**config.mk**
```make
export PLATFORM = sky130hd
export DESIGN_NAME = clk_gate_ctrl
export DESIGN_NICKNAME = d
export VERILOG_FILES = /design/src/rtl/clk_gate_ctrl.sv
export SDC_FILE = /design/constraint.sdc
export NUM_CORES = 1
export LEC_CHECK = 0
export CAP_MARGIN = 20
export CORE_ASPECT_RATIO = 0.75
export CORE_MARGIN = 5
export CORE_UTILIZATION = 48
export DETAILED_ROUTE_END_ITERATION = 12
export MAX_ROUTING_LAYER = met4
export PLACE_DENSITY = 0.89
export SLEW_MARGIN = 40
export SYNTH_ARGS = -nofsm -noshare
export SYNTH_HDL_FRONTEND = slang
export SYNTH_SLANG_ARGS = --single-unit
export TNS_END_PERCENT = 100
```
**constraint.sdc**
```tcl
create_clock -name clk -period 2.45 [get_ports clk]
set_clock_uncertainty 0.15 [all_clocks]
set_input_delay 0.3675 -clock clk [delete_from_list [all_inputs] [get_ports clk]]
set_output_delay 0.3675 -clock clk [all_outputs]
set_load 0.005 [all_outputs]
```
**src/rtl/clk_gate_ctrl.sv**
```systemverilog
// Idle-driven clock-gate controller: RUN -> GATED after IDLE_CYCLES idle cycles, GATED -> WAKE -> RUN.
// Optional gated-cycle statistics counter enabled by macro CLK_GATE_CTRL_STATS_EN.
module clk_gate_ctrl #(
    parameter int IDLE_CYCLES = 16,
    parameter int WAKE_CYCLES = 2
) (
    input  logic        clk,
    input  logic        rstn,
    input  logic        auto_en,
    input  logic        force_on,
    input  logic        busy,
    input  logic        wake_req,
    input  logic        stats_clr,
    output logic        cg_en,
    output logic        clk_ready,
    output logic [1:0]  state_o,
    output logic [31:0] gated_cycles
);

    localparam logic [1:0] RUN   = 2'd0;
    localparam logic [1:0] GATED = 2'd1;
    localparam logic [1:0] WAKE  = 2'd2;

    localparam logic [15:0] IDLE_LAST = 16'(IDLE_CYCLES - 1);
    localparam logic [7:0]  WAKE_LAST = 8'(WAKE_CYCLES - 1);

    logic [1:0]  state;
    logic [15:0] idle_cnt;
    logic [7:0]  wake_cnt;
    logic        run_idle;
    logic        wake_cond;

    assign run_idle  = auto_en & ~force_on & ~busy & ~wake_req;
    // busy is deliberately absent: gated logic cannot be busy without a clock.
    assign wake_cond = wake_req | force_on | ~auto_en;

    // NOTE: sequential state uses non-blocking (<=) so every flop samples pre-edge values.
    always_ff @(posedge clk or negedge rstn) begin
        if (!rstn) begin
            state     <= RUN;
            cg_en     <= 1'b1;
            clk_ready <= 1'b1;
            idle_cnt  <= '0;
            wake_cnt  <= '0;
        end else begin
            case (state)
                RUN: begin
                    cg_en     <= 1'b1;
                    clk_ready <= 1'b1;
                    wake_cnt  <= '0;
                    if (run_idle) begin
                        if (idle_cnt == IDLE_LAST) begin
                            state     <= GATED;
                            cg_en     <= 1'b0;
                            clk_ready <= 1'b0;
                            idle_cnt  <= '0;
                        end else begin
                            idle_cnt <= idle_cnt + 16'd1;
                        end
                    end else begin
                        idle_cnt <= '0;
                    end
                end
                GATED: begin
                    cg_en     <= 1'b0;
                    clk_ready <= 1'b0;
                    idle_cnt  <= '0;
                    if (wake_cond) begin
                        state    <= WAKE;
                        cg_en    <= 1'b1;
                        wake_cnt <= '0;
                    end
                end
                WAKE: begin
                    // Wake sequence always runs to completion regardless of inputs.
                    cg_en     <= 1'b1;
                    clk_ready <= 1'b0;
                    idle_cnt  <= '0;
                    if (wake_cnt == WAKE_LAST) begin
                        state     <= RUN;
                        clk_ready <= 1'b1;
                        wake_cnt  <= '0;
                    end else begin
                        wake_cnt <= wake_cnt + 8'd1;
                    end
                end
                default: begin
                    state     <= RUN;
                    cg_en     <= 1'b1;
                    clk_ready <= 1'b1;
                    idle_cnt  <= '0;
                    wake_cnt  <= '0;
                end
            endcase
        end
    end

    assign state_o = state;

`ifdef CLK_GATE_CTRL_STATS_EN
    logic [31:0] stats_cnt;

    always_ff @(posedge clk or negedge rstn) begin
        if (!rstn) begin
            stats_cnt <= '0;
        end else if (stats_clr) begin
            stats_cnt <= '0;
        end else if (state == GATED && stats_cnt != 32'hFFFF_FFFF) begin
            stats_cnt <= stats_cnt + 32'd1;
        end
    end

    assign gated_cycles = stats_cnt;
`else
    logic unused_stats_clr;

    assign unused_stats_clr = stats_clr;
    assign gated_cycles     = '0;
`endif

endmodule

```
# == Word level (Yosys, flattened, before mapping) ==
# Index checks and enable logic that the tools add are counted.
# word_totals
regBits,28
inputBits,7
output_inout_bits,36
wordCells,43
# classes
mux,17
reduce_logical,2
eq_ne,8
n_addsub,2
n_bitwise,9
# op_table
cell,n
16-bit 2-to-1 mux,3
16-bit by 1-bit adder with 16-bit output (second input constant),1
16-bit by 4-bit equality test with 1-bit output (second input constant),1
8-bit 2-to-1 mux,2
8-bit case mux with 2 select lines,1
8-bit by 1-bit adder with 8-bit output (second input constant),1
8-bit by 1-bit equality test with 1-bit output (second input constant),1
2-bit 2-to-1 mux,4
2-bit inequality test (second input constant),4
2-bit case mux with 3 select lines,1
1-bit 2-to-1 mux,4
1-bit NOT,4
4-bit AND reduction,1
1-bit AND,3
1-bit case mux with 3 select lines,1
2-bit by 1-bit equality test with 1-bit output (second input constant),1
2-bit equality test (second input constant),1
2-bit logical NOT,1
1-bit OR,2
1-bit case mux with 2 select lines,1

# == Depth between registers and ports, before layout ==
# Gate-level depths: netlist (run 1).
# depth
depth_word,6
ltp_mapped,7
depth_no_buf,5

# == Worst setup path before layout (run 1) ==
# OpenSTA, ideal clock, no wires.
# synth_path
kind,input port to flip-flop
startpoint,input force_on
endpoint,register idle_cnt[13]
path_slack_ns,0.497
t_arrival_ns,1.731
required_time_ns,2.229
path_stages,6
n_path_buf,2
path_cell_list,or3b_4 > or4_4 > or2_1 > buf_6 > buf_6 > nor2_1
# synth_via
elab_chain_len,6
# synth_rtl
element,line,rtl
start: declaration,10,"input logic force_on,"
1-bit NOT,33,assign run_idle = auto_en & ~force_on & ~busy & ~wake_req;
1-bit AND (3 in a row),33,
16-bit 2-to-1 mux,51,if (run_idle) begin
16-bit 2-to-1 mux,46,case (state)
end signal: assignment,58,idle_cnt <= idle_cnt + 16'd1;
end: declaration,28,logic [15:0] idle_cnt;
# Every way passes these cells.
# A chain may end at the register's enable or synchronous reset.

# == Worst setup path in the final report (run 1) ==
# layout_path
startpoint,input auto_en
endpoint,register idle_cnt[15]
# layout_via
elab_chain_len,5
# layout_rtl
element,line,rtl
start: declaration,9,"input logic auto_en,"
1-bit AND (3 in a row),33,
16-bit 2-to-1 mux,51,
16-bit 2-to-1 mux,46,
# Every way passes these cells.

==> metrics.txt, run 1 <==
CTS tree=built; Design Area, Final=1710 sq um; hold buffers post-CTS=0; RePlAce Congestion=0.843; max-slew violation count=0; status=completed; Seq/Total Area, Yosys=42.5%; Worst setup SP type=input pin; flop-to-flop setup slack=0.52 ns; 1st-pass router iterations=4; Buffers on Ports=9; fin nets=199; DR vias/cell=5.13; Final ANT Viol Nets=0; Power, Total=851 uW; Die Span X=77.8 um; synth top area cells=dfrtp_1, buf_4, nor2_1, xnor2_1, xor2_1; DIE HEIGHT=60.8 um; YS warnings=0; register bit total from synthesis=28; Avg Inst Size Synth=9.39 sq um; insertion delay to the later sink of the worst-skew pair=0.27 ns; RSZ-0062 raised after global routing=false; count leader, synth=buf_4; dpl hpwl=2190 um; Hold Vio Cnt, Final=0; global router's overall resource usage=13.9%; area leader, netlist=dfrtp_1; Vias=1165; largest net degree at the start of global routing=29; placed cell area=1670 sq um; Core Area=3310 sq um; drt initial violations=135; CP Capture Type=register; relative slew slack=65.7%; Worst-path clk slew=0.09 ns; Max VDD drop=238 uV; Final Hold Slack=0.321 ns; cell row count=18; clock sink total=28; CTS Root Cell=clkbuf_8; initial antenna violation count=0; Lkg Pwr=0.757 nW; area share of the largest cell type after synthesis=39.4%; Slew @ Worst Pin=0.514 ns; Post-synth EDFFs=0; initial core utilization=49.9%; synthesis-to-finish area growth=3.26%; # diodes=0; cell area after synthesis=1650 sq um; first-pass GRT wire length=5040 um; Tcrit/Tclk final=89.6%; Syn Inst Count=176; Longest Clk Path Bufs=2; WS Path Type=input pin to register; wire per inst=13.1 um; Worst Path Arrival=2.24 ns; share of layout cells above drive strength 1=5.35%; # H-tree levels=1; total setup buffers inserted after CTS=0; Num CTS Buffers=3; Crit Path Max Fanout=14; total die area=4730 sq um; Boundary Pins=43; Final setup viols=0; FFs w/ async S/R, synth=100%; Fillers=304; most common library cells after synthesis=buf_4, dfrtp_1, nor2_1; number of global-route vias before repair=1085; CP required=2.49 ns; total wire length=2980 um; max_cap viols=0; Max Freq=456 MHz; DRC=0; Overflow after GRT=0; Primary FF master, synth=dfrtp_1; Pwr per Cell Area=498 nW/um^2; synth unique cells=35; HP Class=input pin to async pin; post-layout min period=2.20 ns; PostCTS Resize Cnt=0
-- layout by cell type (no fill, tap or decap), drive strengths merged --
cell	synthesis	layout
o31ai	1	1
a21o	2	2
ha	3	3
xnor2	9	9
or2	1	1
buf	34	3
nand3	7	7
nor3	3	3
a311o	1	1
and4	4	4
inv	4	4
or3	1	1
and2	1	1
o22ai	1	1
conb	1	32
clkbuf	1	3
nand4	5	5
or3b	1	1
nor2b	1	1
or4	2	2
dfrtp	26	26
nand2	11	11
and3	3	3
a21oi	4	4
nand2b	1	1
clkdlybuf4s50	0	9
a211oi	2	2
nor3b	2	2
xor2	7	7
nor2	22	22
dfstp	2	2
a211o	1	1
nor4	7	7
o21ai	5	5
-- layer usage --
metal  global-route usage [%]  vias to the layer above  routed length [um]
met5                        -                        -                   0
met4                     2.94                        0                  19
met3                     3.56                        2                 246
met2                     22.5                       47                1360
met1                     17.8                      550                1360
li1                         -                      566                   -
-- worst paths after layout --
kind / startpoint / to / depth (start not counted)
max in group asynchronous: rstn / clk_ready / 2
worst max-delay path: auto_en / idle_cnt[15] / 5
worst min-delay path: rstn / idle_cnt[6] / 2
worst min register to register: idle_cnt[0] / idle_cnt[0] / 1
worst max register to register: idle_cnt[0] / idle_cnt[15] / 5
min in group clk: idle_cnt[0] / idle_cnt[0] / 1
-- critical path: stages --
cell             delay (ns)
clkdlybuf4s50_1        0.47
or3b_4                 0.38
or4_4                  0.42
or2_1                  0.40
a21oi_1                0.19
-- registers in the layout (all words and copies together), names as in the netlist --
register,cells
cg_en,1
clk_ready,1
wake_cnt,8
idle_cnt,16
state_o,2
-- logic make-up (layout without fill, tap and decap cells) --
logic type,Yosys count,count (layout),synth area share (%)
DFF,28,28,42.5
AOI/OAI and AO/OA,17,17,6.51
buffers and inverters,39,19,17.0
other,1,32,0.227
xor gates and xnor gates,16,16,8.48
adders and majority gates,3,3,2.27
and+or+nand+nor,72,72,22.9
-- where the power goes --
group / switching [mW] / internal (mW)
combinational: 0.0648 / 0.0470
sequential: 0.0178 / 0.481
clock: 0.130 / 0.110
total: 0.213 / 0.638
-- final cells by class --
class / instances / area [sq um] / share of cell area, %
multi-input cells: 140 / 785 / 46.0
flip-flops and latches: 28 / 703 / 41.2
repair buffers: 12 / 113 / 6.60
well taps: 40 / 50.0 / 2.93
clock buffers: 3 / 41.3 / 2.42
inverters: 4 / 15.0 / 0.880
-- metrics by stage --
stage | cells | setup slack [ns] | util (%) | TNS, ns
after global routing | 227 | 0.193 | 51.5 | 0
after global placement | 224 | 0.0117 | 50.3 | 0
after detailed placement | 224 | -0.0231 | 50.3 | -0.0231
after floorplan | 207 | 0.497 | - | 0
final | 227 | 0.255 | 51.5 | 0
after CTS | 227 | 0.244 | 51.5 | 0
Note: power is estimated with default switching activity, not from simulation.
==> run 2: changes to the inputs <==
--- a/config.mk
+++ b/config.mk
@@ -12,6 +12,7 @@
 export DETAILED_ROUTE_END_ITERATION = 12
 export MAX_ROUTING_LAYER = met4
 export PLACE_DENSITY = 0.89
+export REMOVE_ABC_BUFFERS = 1
 export SLEW_MARGIN = 40
 export SYNTH_ARGS = -nofsm -noshare
 export SYNTH_HDL_FRONTEND = slang
==> run 2 against run 1 <==
Flip-flop and latch count stayed put. Cell count is 0.44% higher. Global-route usage is 1.2 points lower. Non-clock buffer count is 1 higher.
==> metrics.txt, run 2 (synthesized netlist as in run 1, its figures left out) <==
Hold Vio Cnt, Final=0 (unchanged); dpl hpwl=2200 um (+0.38%); CTS tree=built; most common cell after layout, fill and taps aside=conb_1; Design Area, Final=1710 sq um (+0.44%); Longest Clk Path Bufs=2 (unchanged); Num CTS Buffers=3 (unchanged); DR vias/cell=4.96 (-3.4%); DIE HEIGHT=60.8 um (unchanged); initial core utilization=49.9% (unchanged); internal power component=639 uW (+0.11%); max_cap viols=0 (unchanged); commonest non-fill, non-tap cells in the layout=conb_1, dfrtp_1, nor2_1; PostCTS Resize Cnt=0 (unchanged); WS Path Type=input pin to register; Die Span X=77.8 um (unchanged); Final ANT Viol Nets=0 (unchanged); max-slew violation count=0 (unchanged); total setup buffers inserted after CTS=0 (unchanged); Worst Path Arrival=2.28 ns (+0.04 ns); total wire length=2790 um (-6.4%); Max VDD drop=204 uV (-14%); synthesis-to-finish area growth=3.71%; Final Hold Slack=0.311 ns (-0.0101 ns); Pwr per Cell Area=496 nW/um^2 (-0.56%); Final setup viols=0 (unchanged); Largest register FFs=16 (unchanged); status=completed; Final TNS setup=0 ns (unchanged); hold buffers post-CTS=0 (unchanged); Lkg Pwr=0.762 nW (+0.70%); Crit Path Max Fanout=14 (unchanged); Tcrit/Tclk final=91.3% (+1.7 points); Core Area=3310 sq um (unchanged); Largest Register=idle_cnt; Overflow after GRT=0 (unchanged); P_sw=211 uW (-0.79%); Final Util=51.8% (+0.23 points); share of layout cells above drive strength 1=5.85% (+0.50 points); Reg power frac=58.7% (about the same); RSZ-0062 raised after global routing=false; global router's overall resource usage=12.7% (-1.2 points); Worst setup SP type=input pin; clock sink total=28 (unchanged); DRC=0 (unchanged); wire per inst=12.2 um (-6.8%); Buffers on Ports=9 (unchanged); HP Class=input pin to async pin; 1st-pass router iterations=4 (unchanged); Clk network pwr share=28.3% (about the same); CTS Root Cell=clkbuf_8; Max Freq=447 MHz (-1.9%); post-layout min period=2.24 ns (+0.0417 ns); # H-tree levels=1 (unchanged); switching share of power=24.8% (-0.17 points); number of global-route vias before repair=1016 (-6.4%); fin nets=200 (+0.50%); # diodes=0 (unchanged); initial antenna violation count=0 (unchanged); insertion delay to the later sink of the worst-skew pair=0.27 ns (about the same); part of the power in combinational logic=12.9% (-0.2 points); cell row count=18 (unchanged); first-pass GRT wire length=4690 um (-7.0%); placed cell area=1670 sq um (+0.45%); Boundary Pins=43 (unchanged); Worst-path clk slew=0.09 ns (about the same); Fillers=279 (-8.2%); largest net degree at the start of global routing=29 (unchanged); CP required=2.49 ns (about the same); CP Capture Type=register; total die area=4730 sq um (unchanged); RePlAce Congestion=0.864 (+2.5%); Vias=1130 (-3.0%); drt initial violations=73 (-46%)
==> run 2: changes by cell type in the layout (fill, tap and decap cells not counted) <==
cell   change
buf_4      +1
==> run 2: stage by stage <==
step                      worst slack, ns  power (mW)  instances
after global routing                0.148       0.898        228
after detailed placement          -0.0692       0.618        225
final                               0.213       0.850        228
after global placement             0.0147       0.613        225
after CTS                           0.202       0.859        228
after floorplan                     0.552       0.561        172
==> run 2: path summary, 6_finish.rpt <==
check,from,endpoint,slack (ns),cells past startpoint
worst max-delay path,auto_en,idle_cnt[15],0.21,5
worst max register to register,idle_cnt[5],idle_cnt[15],0.49,4
worst min-delay path,rstn,wake_cnt[7],0.31,2
max in group asynchronous,rstn,cg_en,1.54,2
worst min register to register,idle_cnt[0],idle_cnt[0],0.35,1
min in group clk,idle_cnt[0],idle_cnt[0],0.35,1
==> run 2: final cells by class <==
| cell class | count | area (sq um) | area share (%) |
|---|---|---|---|
| clock buffer | 3 | 41.3 | 2.41 |
| inverter | 4 | 15.0 | 0.876 |
| multi-input combinational | 140 | 785 | 45.8 |
| sequential | 28 | 703 | 41.0 |
| tap | 40 | 50.0 | 2.92 |
| timing repair buffer | 13 | 120 | 7.01 |
==> run 2: power by group through the flow <==
stage | registers [mW] | clock network (mW) | logic [mW]
after floorplan | 0.505 | 0 | 0.0555
after global placement | 0.507 | 0 | 0.107
after detailed placement | 0.508 | 0 | 0.110
after CTS | 0.499 | 0.250 | 0.110
after global routing | 0.503 | 0.269 | 0.127
final | 0.499 | 0.241 | 0.110
==> run 2: critical path, stage by stage <==
cell and delay [ns]:
clkdlybuf4s50_1 0.48, or3b_4 0.39, or4_4 0.42, or2_1 0.40, a21oi_1 0.21
==> run 2: layer usage <==
metal / vias to the layer above / GRT usage (%) / share of wire (%)
li1: 565 / - / -
met1: 524 / 17.3 / 47
met2: 41 / 19.6 / 45
met3: 0 / 2.52 / 7.6
met4: 0 / 2.70 / 0
met5: - / - / 0
